**src/rtl/ddr_wsvc.sv**
```systemverilog
// ddr_wsvc: two-channel toggle-handshake write arbiter issuing 64-bit Avalon-MM burst writes.
// Fixed priority to ch0; one outstanding request per channel, completion by ack toggle.
module ddr_wsvc (
   input  logic        clk,
   input  logic        reset,
   input  logic        ram_waitrequest,
   output logic [7:0]  ram_burstcnt,
   output logic [28:0] ram_addr,
   output logic [63:0] ram_writedata,
   output logic [7:0]  ram_byteenable,
   output logic        ram_write,
   output logic        ram_read,
   input  logic [28:0] ch0_addr,
   input  logic [7:0]  ch0_burst,
   input  logic [63:0] ch0_data,
   input  logic [7:0]  ch0_be,
   input  logic        ch0_req,
   output logic        ch0_ack,
   output logic        ch0_data_rd,
   input  logic [28:0] ch1_addr,
   input  logic [7:0]  ch1_burst,
   input  logic [63:0] ch1_data,
   input  logic [7:0]  ch1_be,
   input  logic        ch1_req,
   output logic        ch1_ack,
   output logic        ch1_data_rd,
   output logic        busy
);
   typedef enum logic {IDLE, WRITE} state_t;
   state_t      state_q;
   logic        ch_q;
   logic [7:0]  rem_q;
   logic [1:0]  ack_q;
   logic [1:0]  pend;
   logic        sel, grant, accept, step, sel_req;
   logic [7:0]  sel_burst, sel_be;
   logic [28:0] sel_addr;
   logic [63:0] sel_data;
   assign pend      = {ch1_req ^ ack_q[1], ch0_req ^ ack_q[0]};
   // In IDLE the arbiter picks ch0 whenever it is pending; during a burst the owner stays selected.
   assign sel       = (state_q == WRITE) ? ch_q : ~pend[0];
   assign grant     = (state_q == IDLE) && (pend != 2'b00);
   assign accept    = ram_write && !ram_waitrequest;
   assign sel_burst = sel ? ch1_burst : ch0_burst;
   assign sel_addr  = sel ? ch1_addr : ch0_addr;
   assign sel_data  = sel ? ch1_data : ch0_data;
   assign sel_be    = sel ? ch1_be : ch0_be;
   assign sel_req   = sel ? ch1_req : ch0_req;
   assign step      = !reset && (grant ? (sel_burst != 8'd0) : (accept && rem_q != 8'd0));
   assign ch0_data_rd = step && !sel;
   assign ch1_data_rd = step && sel;
   assign ch0_ack   = ack_q[0];
   assign ch1_ack   = ack_q[1];
   assign busy      = (state_q == WRITE);
   assign ram_read  = 1'b0;
   always_ff @(posedge clk) begin
      if (reset) begin
         state_q        <= IDLE;
         ch_q           <= 1'b0;
         rem_q          <= 8'd0;
         ack_q          <= 2'b00;
         ram_write      <= 1'b0;
         ram_burstcnt   <= 8'd0;
         ram_addr       <= 29'd0;
         ram_writedata  <= 64'd0;
         ram_byteenable <= 8'd0;
      end else if (grant) begin
         ch_q <= sel;
         if (sel_burst == 8'd0) begin
            ack_q[sel] <= sel_req;
         end else begin
            state_q        <= WRITE;
            ram_write      <= 1'b1;
            ram_addr       <= sel_addr;
            ram_burstcnt   <= sel_burst;
            ram_writedata  <= sel_data;
            ram_byteenable <= sel_be;
            rem_q          <= sel_burst - 8'd1;
         end
      end else if (accept) begin
         if (rem_q != 8'd0) begin
            ram_writedata  <= sel_data;
            ram_byteenable <= sel_be;
            rem_q          <= rem_q - 8'd1;
         end else begin
            ram_write  <= 1'b0;
            state_q    <= IDLE;
            ack_q[ch_q] <= sel_req;
         end
      end
   end
endmodule

```
**config.mk**
```make
export PLATFORM = sky130hd
export DESIGN_NAME = ddr_wsvc
export DESIGN_NICKNAME = d
export VERILOG_FILES = /design/src/rtl/ddr_wsvc.sv
export SDC_FILE = /design/constraint.sdc
export NUM_CORES = 1
export LEC_CHECK = 0
export ABC_AREA = 0
export BUFFER_PORTS_ARGS = -buffer_cell sky130_fd_sc_hd__buf_2
export CAP_MARGIN = 30
export CORE_AREA = 5 5 129 131
export CTS_BUF_LIST = sky130_fd_sc_hd__clkbuf_16
export CTS_CLUSTER_SIZE = 12
export DETAILED_ROUTE_END_ITERATION = 10
export DIE_AREA = 0 0 134 136
export GPL_ROUTABILITY_DRIVEN = 0
export MAX_ROUTING_LAYER = met4
export PLACE_DENSITY = 0.73
export SLEW_MARGIN = 20
export SYNTH_ARGS = -nofsm -noshare
export SYNTH_HDL_FRONTEND = slang
export SYNTH_SLANG_ARGS = --single-unit
```
**constraint.sdc**
```tcl
create_clock -name clk -period 2.2 [get_ports clk]
set_clock_uncertainty 0.2 [all_clocks]
set_input_delay 0.22 -clock clk [delete_from_list [all_inputs] [get_ports clk]]
set_output_delay 0.22 -clock clk [all_outputs]
set_load 0.01 [all_outputs]
```
Yosys cells after proc, flatten, opt, wreduce, memory -nomap -nowiden
Index checks and enable logic that the tools add are counted.
{"block": "word_totals", "out_inout_bits": 116, "in_bits": 223, "elab_cells": 76, "register_bits": 121}
{"block": "op_classes", "bitwise": 5, "n_eq_ne": 3, "n_reduce_logical": 21, "n_addsub": 2, "order_cmp": 4, "mux": 33}
{"cell": "64-bit 2-to-1 mux", "count": 5}
{"cell": "8-bit 2-to-1 mux", "count": 10}
{"cell": "29-bit 2-to-1 mux", "count": 1}
{"cell": "8-bit nonzero test", "count": 2}
{"cell": "8-bit by 1-bit subtractor with 8-bit output (second input constant)", "count": 2}
{"cell": "1-bit 2-to-1 mux", "count": 9}
{"cell": "3-bit AND reduction", "count": 3}
{"cell": "1-bit logical AND", "count": 8}
{"cell": "8-bit zero test", "count": 1}
{"cell": "2-bit 2-to-1 mux", "count": 4}
{"cell": "2-bit nonzero test", "count": 3}
{"cell": "2-bit bitwise mux", "count": 2}
{"cell": "1-bit by 2-bit less-than comparator with 1-bit output (second input constant)", "count": 2}
{"cell": "2-bit != test (second input constant)", "count": 2}
{"cell": "1-bit zero test", "count": 3}
{"cell": "1-bit inverter", "count": 3}
{"cell": "1-bit demux with 1-bit select", "count": 2}
{"cell": "1-bit greater-or-equal comparator (second input constant)", "count": 2}
{"cell": "2-bit by 1-bit != test with 1-bit output (second input constant)", "count": 1}
{"cell": "2-bit AND reduction", "count": 1}
{"cell": "1-bit bitwise XOR", "count": 2}

Logic depth before layout (Yosys ltp)
Gate-level depths: netlist (run 1).
{"block": "depth", "depth_word": 10, "mapped_depth": 10, "mapped_depth_nobuf": 7}

Worst setup path after synthesis (run 1)
Ideal clock, no wire load.
{"block": "synth_timing", "path_kind": "flip-flop to flip-flop", "from": "register ack_q[0]", "to": "register rem_q[6]", "n_path_buf": 0, "t_arrival_ps": 2150, "required_time_ps": 1905, "stages_incl_launch_ff": 8, "setup_slack_ps": -246, "path_cell_list": "dfxtp_1 -> xnor2_2 -> a21o_1 -> a221oi_2 -> ha_1 -> nand2_1 -> or3_1 -> o311ai_1"}
{"block": "synth_via", "elab_chain_len": 7}
{"item": "start: declaration", "line": "33", "rtl": "logic [1:0] ack_q;"}
{"item": "start signal: indexed assignment", "line": "70", "rtl": "ack_q[sel] <= sel_req;"}
{"item": "start signal: indexed assignment", "line": "88", "rtl": "ack_q[ch_q] <= sel_req;"}
{"item": "1-bit bitwise XOR *", "line": "39", "rtl": "assign pend = {ch1_req ^ ack_q[1], ch0_req ^ ack_q[0]};"}
{"item": "1-bit inverter", "line": "41", "rtl": "assign sel = (state_q == WRITE) ? ch_q : ~pend[0];"}
{"item": "1-bit 2-to-1 mux", "line": "41"}
{"item": "8-bit 2-to-1 mux", "line": "44", "rtl": "assign sel_burst = sel ? ch1_burst : ch0_burst;"}
{"item": "8-bit by 1-bit subtractor with 8-bit output or 8-bit zero test (tied branches)", "line": "78, 69"}
{"item": "8-bit 2-to-1 mux or 2-bit != test (tied branches)"}
{"item": "8-bit 2-to-1 mux or 3-bit AND reduction (tied branches)"}
{"item": "end signal: assignment", "line": "78", "rtl": "rem_q <= sel_burst - 8'd1;"}
{"item": "end signal: assignment", "line": "84", "rtl": "rem_q <= rem_q - 8'd1;"}
{"item": "end: declaration", "line": "32", "rtl": "logic [7:0] rem_q;"}
Mark *: on every way between the ends. The rest lies on a longest branch, timed or not. The select of a mux whose other input is x is not followed.
A chain may end at the register's enable or synchronous reset.

Final worst setup path (run 1)
Same ends and word-level chain as after synthesis.

==> results of run 1 <==
## power by group through the flow
stage	sequential [mW]	clock (mW)	combinational [mW]
CTS	2.82	2.89	3.17
global route	2.91	2.98	4.13
detailed placement	2.86	0	2.78
finish	2.87	2.86	3.91
floorplan	3.02	0	1.41
global placement	2.84	0	2.76
## logic make-up (layout without fill, tap and decap cells)
group                    count (synthesis)  count (layout)  share of synthesized area
AND/OR/NAND/NOR                        383             385                     0.2659
multiplexers                             6               6                    0.01144
other                                    1               5                  0.0006593
buffers and inverters                   68             657                    0.05301
flip-flops                             121             121                     0.4259
AO/OA/AOI/OAI                          164             164                     0.2336
XOR/XNOR                                 3               3                   0.007261
adder cells (fa/ha/maj)                  1               1                   0.002199
## Yosys cell counts (all sizes together) (2+ instances only)
master,number
nand2,220
nor2,133
dfxtp,121
a311oi,102
clkbuf,41
buf,26
a21oi,20
nor3,8
o21ai,8
nor4,6
a221oi,5
a31oi,4
and3,4
mux2,4
o311ai,4
a211oi,3
nand2b,3
mux2i,2
nor2b,2
o211a,2
o211ai,2
or3,2
xnor2,2
## state kept, by name (all words and copies together), names as in the netlist
| name | flops |
|---|---|
| ram_writedata | 64 |
| ram_addr | 29 |
| ram_burstcnt | 8 |
| ram_byteenable | 8 |
| rem_q | 8 |
| ack_q | 2 |
| busy | 1 |
| ch_q | 1 |
## per-stage QoR
step | setup TNS (ns) | worst slack (ns) | util | hold slack, ns
4_1_cts | -1.281 | -0.1203 | 0.6930 | 0.007255
2_1_floorplan | -0.05945 | -0.05945 | - | 0.1761
3_3_place_gp | -1.462 | -0.1259 | 0.5120 | 0.2416
3_5_place_dp | -5.955 | -0.1758 | 0.5120 | 0.2497
6_report | -3.416 | -0.2253 | 0.7357 | 0.03453
5_1_grt | -8.200 | -0.2779 | 0.7352 | 0.03207
## timing repair
action,in CTS,in global routing
hold buffers,206,0
pin swaps,10,24
cloned,0,12
hold endpoints to repair,104,0
gates resized for setup,24,68
setup buffers,4,11
setup endpoints to repair,90,109
## path summary, 6_finish.rpt
check | to | startpoint | slack [ns]
worst min register to register | ram_burstcnt[4] | ram_burstcnt[4] | 0.26
worst max register to register | rem_q[6] | ack_q[0] | -0.23
worst max-delay path | rem_q[6] | ack_q[0] | -0.23
worst min-delay path | ram_burstcnt[1] | reset | 0.03
## worst max-delay path, cell delays in order (launching register included)
cell	delay (ns)
dfxtp_4	0.41
xor2_4	0.29
o2111ai_4	0.17
o211a_4	0.22
buf_6	0.12
a211o_1	0.33
or3_4	0.34
o311ai_1	0.25
## metal layers
layer | track usage | routed length [um]
met4 | 0.1543 | 1701
met2 | 0.4660 | 14620
met1 | 0.3170 | 10810
met3 | 0.08364 | 3030
met5 | - | 0
## layout make-up
type                       count  area (um2)
clock buffer                  17       425.4
inverter                       1       3.754
tap                          192       240.2
antenna                        4       10.01
sequential                   121        2429
clock inverter                14       163.9
multi-input combinational    560        3463
timing repair buffer         625        4654
fill                         970        4093
==> results by stage, run 1 <==
Final layout:
- The finished cells cover 11,390 um2.
- Leaving out fill and tap cells, the most frequent cells in the layout are 336 x buf_2, 218 x nand2_1, 206 x dlygate4sd3_1, 121 x nor2_1, 118 x dfxtp_1.
- The layout cell share with drive strength beyond 1 is 0.3894.
- Leaving out fill and tap cells, the most frequent cell in the layout is buf_2.
- Once layout is complete, the cells apart from fillers number 1,534.
- The area growth from synthesis to layout is 100.2%.
- In the final design database the tool counted 1,550 nets.

STA:
- The relative slew slack is 0.5755.
- In the finished design, the share of the clock period the worst path needs comes to 1.102.
- The final period demand of the worst path is 2.425 ns.
- Based on the critical path, the design can be clocked at up to 0.4123 GHz.
- The number of max-slew violations in the final report is 0.
- For the pin with the worst max-slew slack, the measured transition is 0.6309 ns.
- The number of endpoints with negative hold slack in the final report is 0.
- Setup repair after global routing could not meet its margin everywhere.
- Setup violations remaining at the end of the flow were counted as 62.
- The final worst setup slack is -0.2253 ns.

GRT:
- The overall global routing resource usage is 0.2860.
- The number of antenna violations at the first check in global routing is 1.
- The maximum number of pins on one net before global-route repair is 63.
- The number of global-route vias before repair was 8,091.
- Global routing finished with a remaining overflow of 0.
- The first global-routing pass estimated 40,850 um of wire.

Worst setup path:
- The number of cells on the worst reg-to-reg path is 7.
- The worst setup path is captured at a flop.
- The worst endpoint data arrival time is 2.54 ns.
- The nature of the critical path startpoint is a flop.
- The critical path class is reg -> reg.
- The highest net fanout along the worst path is 4.
- STA puts the critical path data required time at 2.32 ns.

Routing:
- The average routed wire per standard cell is 19.66 um.
- The number of vias per cell after detailed routing is 5.628.
- The routed layout has 8,634 vias.
- In this run the remaining antenna-violating nets after routing total 0.
- The total DRC errors in the routed layout is 0.
- The final wirelength is 30,160 um.
- The first detailed-routing pass ran for 5 iterations.
- For this block, the initial DRC count from the detailed router was 703.

Placement:
- Once placement finished, the instance area stood at 7926 um2.
- The post-detailed-placement half-perimeter wirelength is 15,260 um.
- The cell count after placement is 1,268.
- During placement, the flow inserted port buffers numbering 337.

Min path:
- The worst min-delay path category is in -> reg.
- The number of cells traversed by the worst hold path is 2.

Floorplanning:
- The die covers 18,220 um2.
- The floorplan has 46 rows.
- For this configuration, the core starts out at a cell density of 0.3674.
- The number of top-level design ports is 339.
- The height of the die is 136 um.
- The area of the core region is 15,480 um2.
- The floorplan step set the die width to 134 um.

Synth:
- The mean post-synth cell area is 7.614 um2.
- Yosys mapped a number of flops with a built-in enable equal to 0.
- The total number of yosys warnings is 0.
- After technology mapping, the gate count stands at 747.
- The most used flip-flop cell after synthesis is dfxtp_1.
- The synthesized netlist occupies a cell area of 5688 um2.
- The largest total area in the synthesized netlist belongs to dfxtp_1.
- In the post-synthesis netlist, the biggest area contributors are dfxtp_1 43%, a311oi_1 16%, nand2_1 15%.
- The net count of the mapped netlist is 971.
- The post-synthesis sequential area ratio is 0.4259.
- The fraction of registers with async set/reset is 0.
- The distinct cell type count of the synthesized netlist is 54.
- The top cell type's share of synthesized area is 0.4259.
- The synthesized design contains 121 register bits.

Clock tree:
- The H-tree generated during clock tree synthesis spans 4 levels.
- The tree built by TritonCTS fans out to 121 sinks.
- The clock tree from TritonCTS is done.
- For the worst-skew pair, the clock arrives at the later sink with an insertion delay of 0.41 ns.
- In this run the deepest clock path goes through 2 buffers.
- The root buffer cell is clkbuf_16.
- The clock-pin slew on the worst setup and hold paths is 0.06 ns.
- Buffers inserted during clock tree synthesis total 17.

Power and ir drop:
- The worst-case IR drop observed on VDD is 0.5252 mV.
- The switching power is 3.390 mW.
- Dividing total power by cell area gives a power density of 846.3 nW/um2.
- The portion of total power attributed to the clock network is 0.296.
- The cell leakage power is 5.307 nW.
- The combinational share of power is 0.406.
- The sequential fraction of design power is 0.298.
- Of the total power, the share spent switching nets is 0.3517.
- The cell-internal power is 6.248 mW.
- The total power is 9.639 mW.

Run status:
- The flow ran to the end, but the final reports show violations.
- The final reports fail on setup timing.

Flow run:
- Max-cap violations in this run came to 0.
(Power assumes the default switching activity.)
==> run 2: changes to the inputs <==
==> constraint.sdc (replaced) <==
create_clock -name clk -period 2.2 [get_ports clk]
set_clock_uncertainty 0.2 [all_clocks]
set_input_delay 0.22 -clock clk [delete_from_list [all_inputs] [get_ports clk]]
set_output_delay 0.22 -clock clk [all_outputs]
set_load 0.1 [all_outputs]
==> run 2 against run 1 <==
Effect of this change: the run still ends with setup timing left; setup slack better by 0.017 ns; sequential power rose by 2%; non-clock buffer count fell by 4; global-route usage rose by 2.9 points; combinational power rose by 71%; register-to-register slack better by 0.07 ns; hold slack gained 0.028 ns; critical path depth is 1 lower; wire length rose by 9.0%; sequential share of layout area fell by 0.68 points; first-iteration DRC count is 28% higher.
==> results by stage, run 2 (synthesis gave the netlist of run 1 again) <==
Clock tree:
- The sink count of the clock tree is 121 (unchanged).
- The clock-pin slew on the worst setup and hold paths came to 0.06 ns (about the same).
- The clock tree from TritonCTS is done (unchanged).
- The worst-skew pair later-pin latency is 0.42 ns (was 0.41 ns).
- The root buffer cell was clkbuf_16 (unchanged).
- The buffer depth of the longest clock path was 2 (unchanged).
- The number of levels in the clock H-tree is 4 (unchanged).
- The TritonCTS buffer count is 17 (unchanged).

Placement:
- The placement-stage worst setup slack is -0.1327 ns (was -0.1758 ns).
- The count of input and output buffers was 337 (unchanged).
- The post-detailed-placement half-perimeter wirelength is 15,340 um (was 15,260 um).
- The post-place instance area came to 7938 um2 (was 7926 um2).
- The cell count after placement is 1,260 (was 1,268).

Final layout:
- Highest-count cells in the layout ignoring fill and taps: 334 x buf_2, 217 x nand2_1, 209 x dlygate4sd3_1, 118 x dfxtp_1, 85 x nor2_1 (was 336 x buf_2, 218 x nand2_1, 206 x dlygate4sd3_1, 121 x nor2_1, 118 x dfxtp_1).
- Leading registers by flop count: ram_writedata x64, ram_addr x29 (unchanged).
- The register name with the most flops is ram_writedata (unchanged).
- The flip-flop count of the largest register after layout is 64 (unchanged).
- The layout cell share with drive strength beyond 1 is 0.4378 (was 0.3894).
- The storage element area is 2434 um2 (was 2429 um2).
- The number of fill cells in the layout came to 862 (was 970).
- The number of non-filler instances in the completed layout is 1,528 (was 1,534).
- The net total in the final layout was 1,545 (was 1,550).
- The footprint of the multi-input gates was 3752 um2 (was 3463 um2).
- The most common library cell in the layout ignoring fill and taps is buf_2 (unchanged).
- The final non-filler cell area was 11,790 um2 (was 11,390 um2).
- The layout overhead on the synthesized area is 107.3% (was 100.2%).

STA:
- The relative slew slack is 0.5740 (was 0.5755).
- The slew of the pin with the lowest slew margin came to 0.6389 ns (was 0.6309 ns).
- The smallest hold slack is 0.06256 ns (was 0.03453 ns).
- The final worst setup slack came to -0.2086 ns (was -0.2253 ns).
- Unrepaired setup endpoints after global routing: true (unchanged).
- The post-route clock period utilization is 1.095 (was 1.102).
- The maximum clock frequency came to 0.4152 GHz (was 0.4123 GHz).
- The final setup violation count came to 51 (was 62).
- The number of max-slew violations in the final report is 0 (unchanged).
- The number of endpoints with negative hold slack in the final report is 0 (unchanged).
- The final period demand of the worst path is 2.409 ns (was 2.425 ns).

Worst setup path:
- The buffer and inverter count on the worst path was 2 (was 1).
- The critical path class was reg -> out (was reg -> reg).
- The cell with the largest stage delay on the worst path is dfxtp_4 (unchanged).
- The highest cell delay on the worst timing path is 0.43 ns (was 0.41 ns).
- Series of cell instances along the critical path: buf_4 > nand2b_1 > a21oi_2 > nor2_4 > nor3_4 > buf_12 (was xor2_4 > o2111ai_4 > o211a_4 > buf_6 > a211o_1 > or3_4 > o311ai_1).
- The family with the most delay on the worst path was simple AND/OR/NAND/NOR gates (was compound AO/OA/AOI/OAI gates).
- The endpoint kind of the worst setup timing path is an output port (was flop).
- The nature of the critical path startpoint is a flop (unchanged).
- The highest net fanout along the worst path was 9 (was 4).
- The worst endpoint data arrival time is 1.99 ns (was 2.54 ns).
- The required time at the worst-slack endpoint came to 1.78 ns (was 2.32 ns).

Flow run:
- The count of maximum capacitance violations is 0 (unchanged).

Routing:
- The number of nets with antenna violations after detailed routing is 0 (unchanged).
- The total number of vias is 8,892 (was 8,634).
- The number of DRC markers in iteration 0 is 897 (was 703).
- The number of vias per cell after detailed routing is 5.819 (was 5.628).
- The total DRC errors in the routed layout is 0 (unchanged).
- The final wirelength came to 32,870 um (was 30,160 um).
- The number of iterations in the first detailed-routing pass is 6 (was 5).
- The average routed wire per standard cell is 21.51 um (was 19.66 um).

Floorplanning:
- The number of top-level design ports is 339 (unchanged).
- The site row count was 46 (unchanged).
- The initial core utilization is 0.3674 (unchanged).
- The area of the core region came to 15,480 um2 (unchanged).
- The height of the die came to 136 um (unchanged).
- The die footprint is 18,220 um2 (unchanged).
- The x dimension of the die is 134 um (unchanged).

Run status:
- Result of the run: complete, but fails checks (unchanged).
- Violations in the final reports: setup timing (unchanged).

GRT:
- The number of global-route vias before repair was 8,579 (was 8,091).
- The number of antenna violations at the first check in global routing is 0 (was 1).
- The global-route wire length before repair is 44,250 um (was 40,850 um).
- The remaining global-route overflow is 0 (unchanged).
- The maximum number of pins on one net before global-route repair was 65 (was 63).
- The overall global routing resource usage is 0.3153 (was 0.2860).

Power and ir drop:
- The power density over the cells is 1074 nW/um2 (was 846.3 nW/um2).
- The cell leakage power is 5.365 nW (was 5.307 nW).
- The maximum vdd ir drop is 0.8032 mV (was 0.5252 mV).
- The total power is 12.66 mW (was 9.639 mW).

Min path:
- The worst min-delay path category is in -> reg (unchanged).
-- run 2: final timing paths --
check | from | endpoint | slack, ns | cells past startpoint
min | ch0_burst[1] | ram_burstcnt[1] | 0.06 | 4
min reg2reg | ram_burstcnt[2] | ram_burstcnt[2] | 0.25 | 2
max | busy | ch0_data_rd | -0.21 | 6
max reg2reg | ack_q[0] | ram_writedata[59] | -0.16 | 9
-- run 2: cell type report --
class                           count  share of cell area
Antenna cell                        2           0.0004245
Inverter                            1           0.0005307
Sequential cell                   121              0.2064
Clock buffer                       17             0.03609
Clock inverter                     15             0.01698
Multi-Input combinational cell    559              0.3183
Timing Repair Buffer              621              0.4009
Tap cell                          192             0.02038
-- run 2: metrics by stage --
stage | setup TNS (ns) | util
after floorplan | -8.282 | -
after global placement | -0.07633 | 0.5127
after detailed placement | -0.2754 | 0.5127
after CTS | -0.3537 | 0.7096
after global routing | -9.089 | 0.7611
final | -2.657 | 0.7614
-- run 2: per-layer routing --
layer  GRT usage  vias up  part of all wire
met5           -        -                 0
li1            -     3811                 -
met3     0.07402      244              0.10
met1      0.3388     4086              0.34
met2      0.5225      751              0.48
met4      0.2080        0             0.075
-- run 2: report_power, final --
group	internal [mW]	switching, mW	total, mW
logic	1.92	4.78	6.70
registers	2.60	0.338	2.94
clock network	1.90	1.12	3.02
total	6.42	6.24	12.7
-- run 2: worst min-delay path, stage by stage --
cell	delay (ns)
buf_2	0.10
and3_4	0.21
a221oi_1	0.05
nor2_1	0.07
-- run 2: what timing repair did --
action | 4_1_cts | 5_1_grt
gates cloned | 5 | 2
setup buffers | 9 | 9
hold endpoints to repair | 110 | 0
hold buffers | 209 | 0
endpoints found under the setup margin | 10 | 100
resized for setup | 22 | 141
pin swaps | 10 | 11
==> run 3: changes to the inputs <==
--- a/config.mk
+++ b/config.mk
@@ -16,6 +16,7 @@
 export GPL_ROUTABILITY_DRIVEN = 0
 export MAX_ROUTING_LAYER = met4
 export PLACE_DENSITY = 0.73
+export SETUP_SLACK_MARGIN = 0.05
 export SLEW_MARGIN = 20
 export SYNTH_ARGS = -nofsm -noshare
 export SYNTH_HDL_FRONTEND = slang
==> run 3 against run 2 <==
Effect of this change: the flow still finishes with violations (setup timing); setup slack gained 0.015 ns; power shrank 0.56%; maximum frequency grew 0.64%; hold slack gained 0.031 ns; global-route usage grew 0.29 points; first-iteration DRC count shrank 3.1%; wire length grew 7.6%; utilization grew 1.1 points; cell count grew 1.2%; sequential power is essentially flat; sequential share of layout area shrank 0.30 points; largest cell class unchanged.
==> results by stage, run 3 (synthesis gave the netlist of run 1 again) <==
Min path:
- The worst hold path startpoint is ch1_burst[4] (was ch0_burst[1]).
- The number of cells traversed by the worst hold path came to 4 (unchanged).
- The worst min-delay path category is in -> reg (unchanged).
- The worst hold endpoint is ram_burstcnt[4] (was ram_burstcnt[1]).

Clock tree:
- The number of levels in the clock H-tree is 4 (unchanged).
- The sink count of the clock tree is 121 (unchanged).
- The root buffer cell is clkbuf_16 (unchanged).
- The clock tree from TritonCTS is done (unchanged).
- The worst-skew pair later-pin latency is 0.41 ns (was 0.42 ns).
- The clock-pin slew on the worst setup and hold paths is 0.06 ns (about the same).
- The TritonCTS buffer count is 17 (unchanged).
- The buffer depth of the longest clock path came to 2 (unchanged).

Worst setup path:
- The register-to-register setup slack is -0.19 ns (was -0.16 ns).
- The most numerous cell type found on the critical path is buf_6.
- The highest cell delay on the worst timing path is 0.41 ns (was 0.43 ns).
- The cell with the largest stage delay on the worst path is dfxtp_4 (unchanged).
- The origin of the critical flop-to-flop path is ack_q[0] (unchanged).
- The number of cells on the worst reg-to-reg path is 10 (was 9).
- The required time at the worst-slack endpoint is 2.26 ns (was 1.78 ns).
- The critical register-to-register path endpoint is rem_q[4] (was ram_writedata[59]).
- The nature of the critical path startpoint is a flop (unchanged).
- The highest net fanout along the worst path is 6 (was 9).
- The worst endpoint data arrival time is 2.46 ns (was 1.99 ns).
- The endpoint kind of the worst setup timing path is a flop (was output port).
- Series of cell instances along the critical path: xor2_4 > buf_6 > nor3_4 > buf_6 > a221oi_4 > ha_2 > buf_4 > a21oi_1 > o21ai_0 > o311ai_0 (was buf_4 > nand2b_1 > a21oi_2 > nor2_4 > nor3_4 > buf_12).
- The critical path class was reg -> reg (was reg -> out).

Run status:
- Result of the run: complete, but fails checks (unchanged).
- Violations in the final reports: setup timing (unchanged).

Placement:
- The cell count after placement came to 1,264 (was 1,260).
- The count of input and output buffers is 337 (unchanged).
- The post-detailed-placement half-perimeter wirelength is 15,590 um (was 15,340 um).
- The placement-stage worst setup slack came to -0.1398 ns (was -0.1327 ns).
- The post-place instance area is 8005 um2 (was 7938 um2).

GRT:
- The overall global routing resource usage is 0.3183 (was 0.3153).
- The global-route wire length before repair is 44,930 um (was 44,250 um).
- The fraction of met2 tracks used by global routing is 0.5415 (was 0.5225).
- The number of global-route vias before repair came to 8,787 (was 8,579).
- The global-route track usage on met1 is 0.3290 (was 0.3388).
- The maximum number of pins on one net before global-route repair is 64 (was 65).
- The number of antenna violations at the first check in global routing is 2 (was 0).
- The remaining global-route overflow was 0 (unchanged).
- The met3 layer usage reported by global route is 0.07661 (was 0.07402).
- The most used routing layer is met2 (unchanged).

Floorplanning:
- The height of the die was 136 um (unchanged).
- The site row count came to 46 (unchanged).
- The number of top-level design ports is 339 (unchanged).
- The initial core utilization came to 0.3674 (unchanged).
- The area of the core region is 15,480 um2 (unchanged).
- The die footprint is 18,220 um2 (unchanged).
- The x dimension of the die is 134 um (unchanged).

Power and ir drop:
- The cell leakage power came to 5.444 nW (was 5.365 nW).
- The maximum vdd ir drop is 0.6339 mV (was 0.8032 mV).
- The total power is 12.59 mW (was 12.66 mW).
- The power density over the cells is 1052 nW/um2 (was 1074 nW/um2).

Final layout:
- The footprint of the multi-input gates came to 3830 um2 (was 3752 um2).
- The number of fill cells in the layout is 866 (was 862).
- The net total in the final layout is 1,564 (was 1,545).
- Leading registers by flop count: ram_writedata x64, ram_addr x29 (unchanged).
- The layout overhead on the synthesized area was 110.3% (was 107.3%).
- The final non-filler cell area is 11,960 um2 (was 11,790 um2).
- The layout cell share with drive strength beyond 1 came to 0.4472 (was 0.4378).
- The fraction of the core area covered by cells at the end of the flow came to 0.7727 (was 0.7614).
- Highest-count cells in the layout ignoring fill and taps: 335 x buf_2, 216 x nand2_1, 208 x dlygate4sd3_1, 118 x dfxtp_1, 89 x nor2_1 (was 334 x buf_2, 217 x nand2_1, 209 x dlygate4sd3_1, 118 x dfxtp_1, 85 x nor2_1).
- The register name with the most flops is ram_writedata (unchanged).
- The most common library cell in the layout ignoring fill and taps is buf_2 (unchanged).
- The storage element area is 2434 um2 (unchanged).
- The number of non-filler instances in the completed layout is 1,547 (was 1,528).
- The flip-flop count of the largest register after layout is 64 (unchanged).

STA:
- The final period demand of the worst path was 2.393 ns (was 2.409 ns).
- The final setup violation count is 21 (was 51).
- The relative slew slack is 0.5801 (was 0.5740).
- The slew of the pin with the lowest slew margin was 0.6342 ns (was 0.6389 ns).
- The number of endpoints with negative hold slack in the final report is 0 (unchanged).
- The final worst setup slack is -0.1932 ns (was -0.2086 ns).
- The maximum clock frequency came to 0.4178 GHz (was 0.4152 GHz).
- Unrepaired setup endpoints after global routing: true (unchanged).
- The post-route clock period utilization came to 1.088 (was 1.095).
- The number of max-slew violations in the final report is 0 (unchanged).

Routing:
- The number of vias per cell after detailed routing is 5.915 (was 5.819).
- The total number of vias is 9,150 (was 8,892).
- The total DRC errors in the routed layout is 0 (unchanged).
- The average routed wire per standard cell is 22.85 um (was 21.51 um).
- The number of nets with antenna violations after detailed routing is 0 (unchanged).
- The number of iterations in the first detailed-routing pass was 7 (was 6).
- The number of DRC markers in iteration 0 came to 869 (was 897).
- The final wirelength was 35,350 um (was 32,870 um).

Flow run:
- The count of maximum capacitance violations was 0 (unchanged).
==> run 3: changes by cell type in the layout (fill, tap and decap cells not counted), moves of 4 or more <==
| cell | previous run | this run |
|---|---|---|
| a311oi_1 | 50 | 35 |
| a311oi_2 | 49 | 62 |
| buf_4 | 44 | 55 |
| buf_6 | 13 | 19 |
| clkbuf_16 | 19 | 24 |
| nor2_1 | 85 | 89 |
==> run 3: per-layer routing <==
layer  wire length, um  vias to the layer above
met5                 0                        -
met4              2996                        0
met3              3747                      307
met2             16910                      819
met1             11700                     4160
li1                  -                     3864
==> run 3: power by group <==
group	switching, mW	leakage (nW)	internal [mW]	total, mW
Combinational	4.92	4.16	2.00	6.92
Clock	1.08	0.274	1.65	2.72
Sequential	0.345	1.01	2.60	2.95
Total	6.34	5.44	6.25	12.6
==> run 3: cell type report <==
class / count / share of cell area
antenna: 2 / 0.0004183
inverter: 1 / 0.0005229
sequential: 121 / 0.2034
multi-input combinational: 559 / 0.3201
tap: 192 / 0.02008
clock inverter: 15 / 0.01150
clock buffer: 17 / 0.03556
timing repair buffer: 640 / 0.4084
==> run 3: worst max path at each step <==
stage                     cells after the start  slack (ns)           end  startpoint
final                                        10       -0.19      rem_q[4]    ack_q[0]
after global routing                          7       -0.33  ram_addr[13]    ack_q[0]
after CTS                                     8       -0.28   ch1_data_rd    ack_q[0]
after floorplan                               8       -0.43   ch0_data_rd        busy
after detailed placement                      7       -0.14      rem_q[6]     ch0_req
after global placement                        7       -0.08      rem_q[6]     ch0_req
==> run 3: what timing repair did <==
item | 4_1_cts | 5_1_grt
cloned | 1 | 15
hold endpoints to repair | 106 | 0
buffers inserted | 10 | 15
gates resized for setup | 21 | 144
hold buffers | 208 | 0
endpoints found under the setup margin | 14 | 107
pin swaps | 13 | 34
==> run 3: through the flow <==
step / setup TNS (ns) / hold slack (ns)
2_1_floorplan: -8.654 / 0.1761
3_3_place_gp: -0.07602 / 0.2397
3_5_place_dp: -0.3352 / 0.2475
4_1_cts: -0.8399 / 0.05902
5_1_grt: -6.548 / 0.1052
6_report: -1.464 / 0.09309
==> run 3: critical path, delay by kind of cell, from the launching register on <==
| kind | cells | cell delay (ns) |
|---|---|---|
| AOI/OAI and AO/OA | 4 | 0.67 |
| DFF | 1 | 0.41 |
| xor gates and xnor gates | 1 | 0.25 |
| buffers and inverters | 3 | 0.43 |
| and+or+nand+nor | 1 | 0.05 |
| adders and majority gates | 1 | 0.24 |
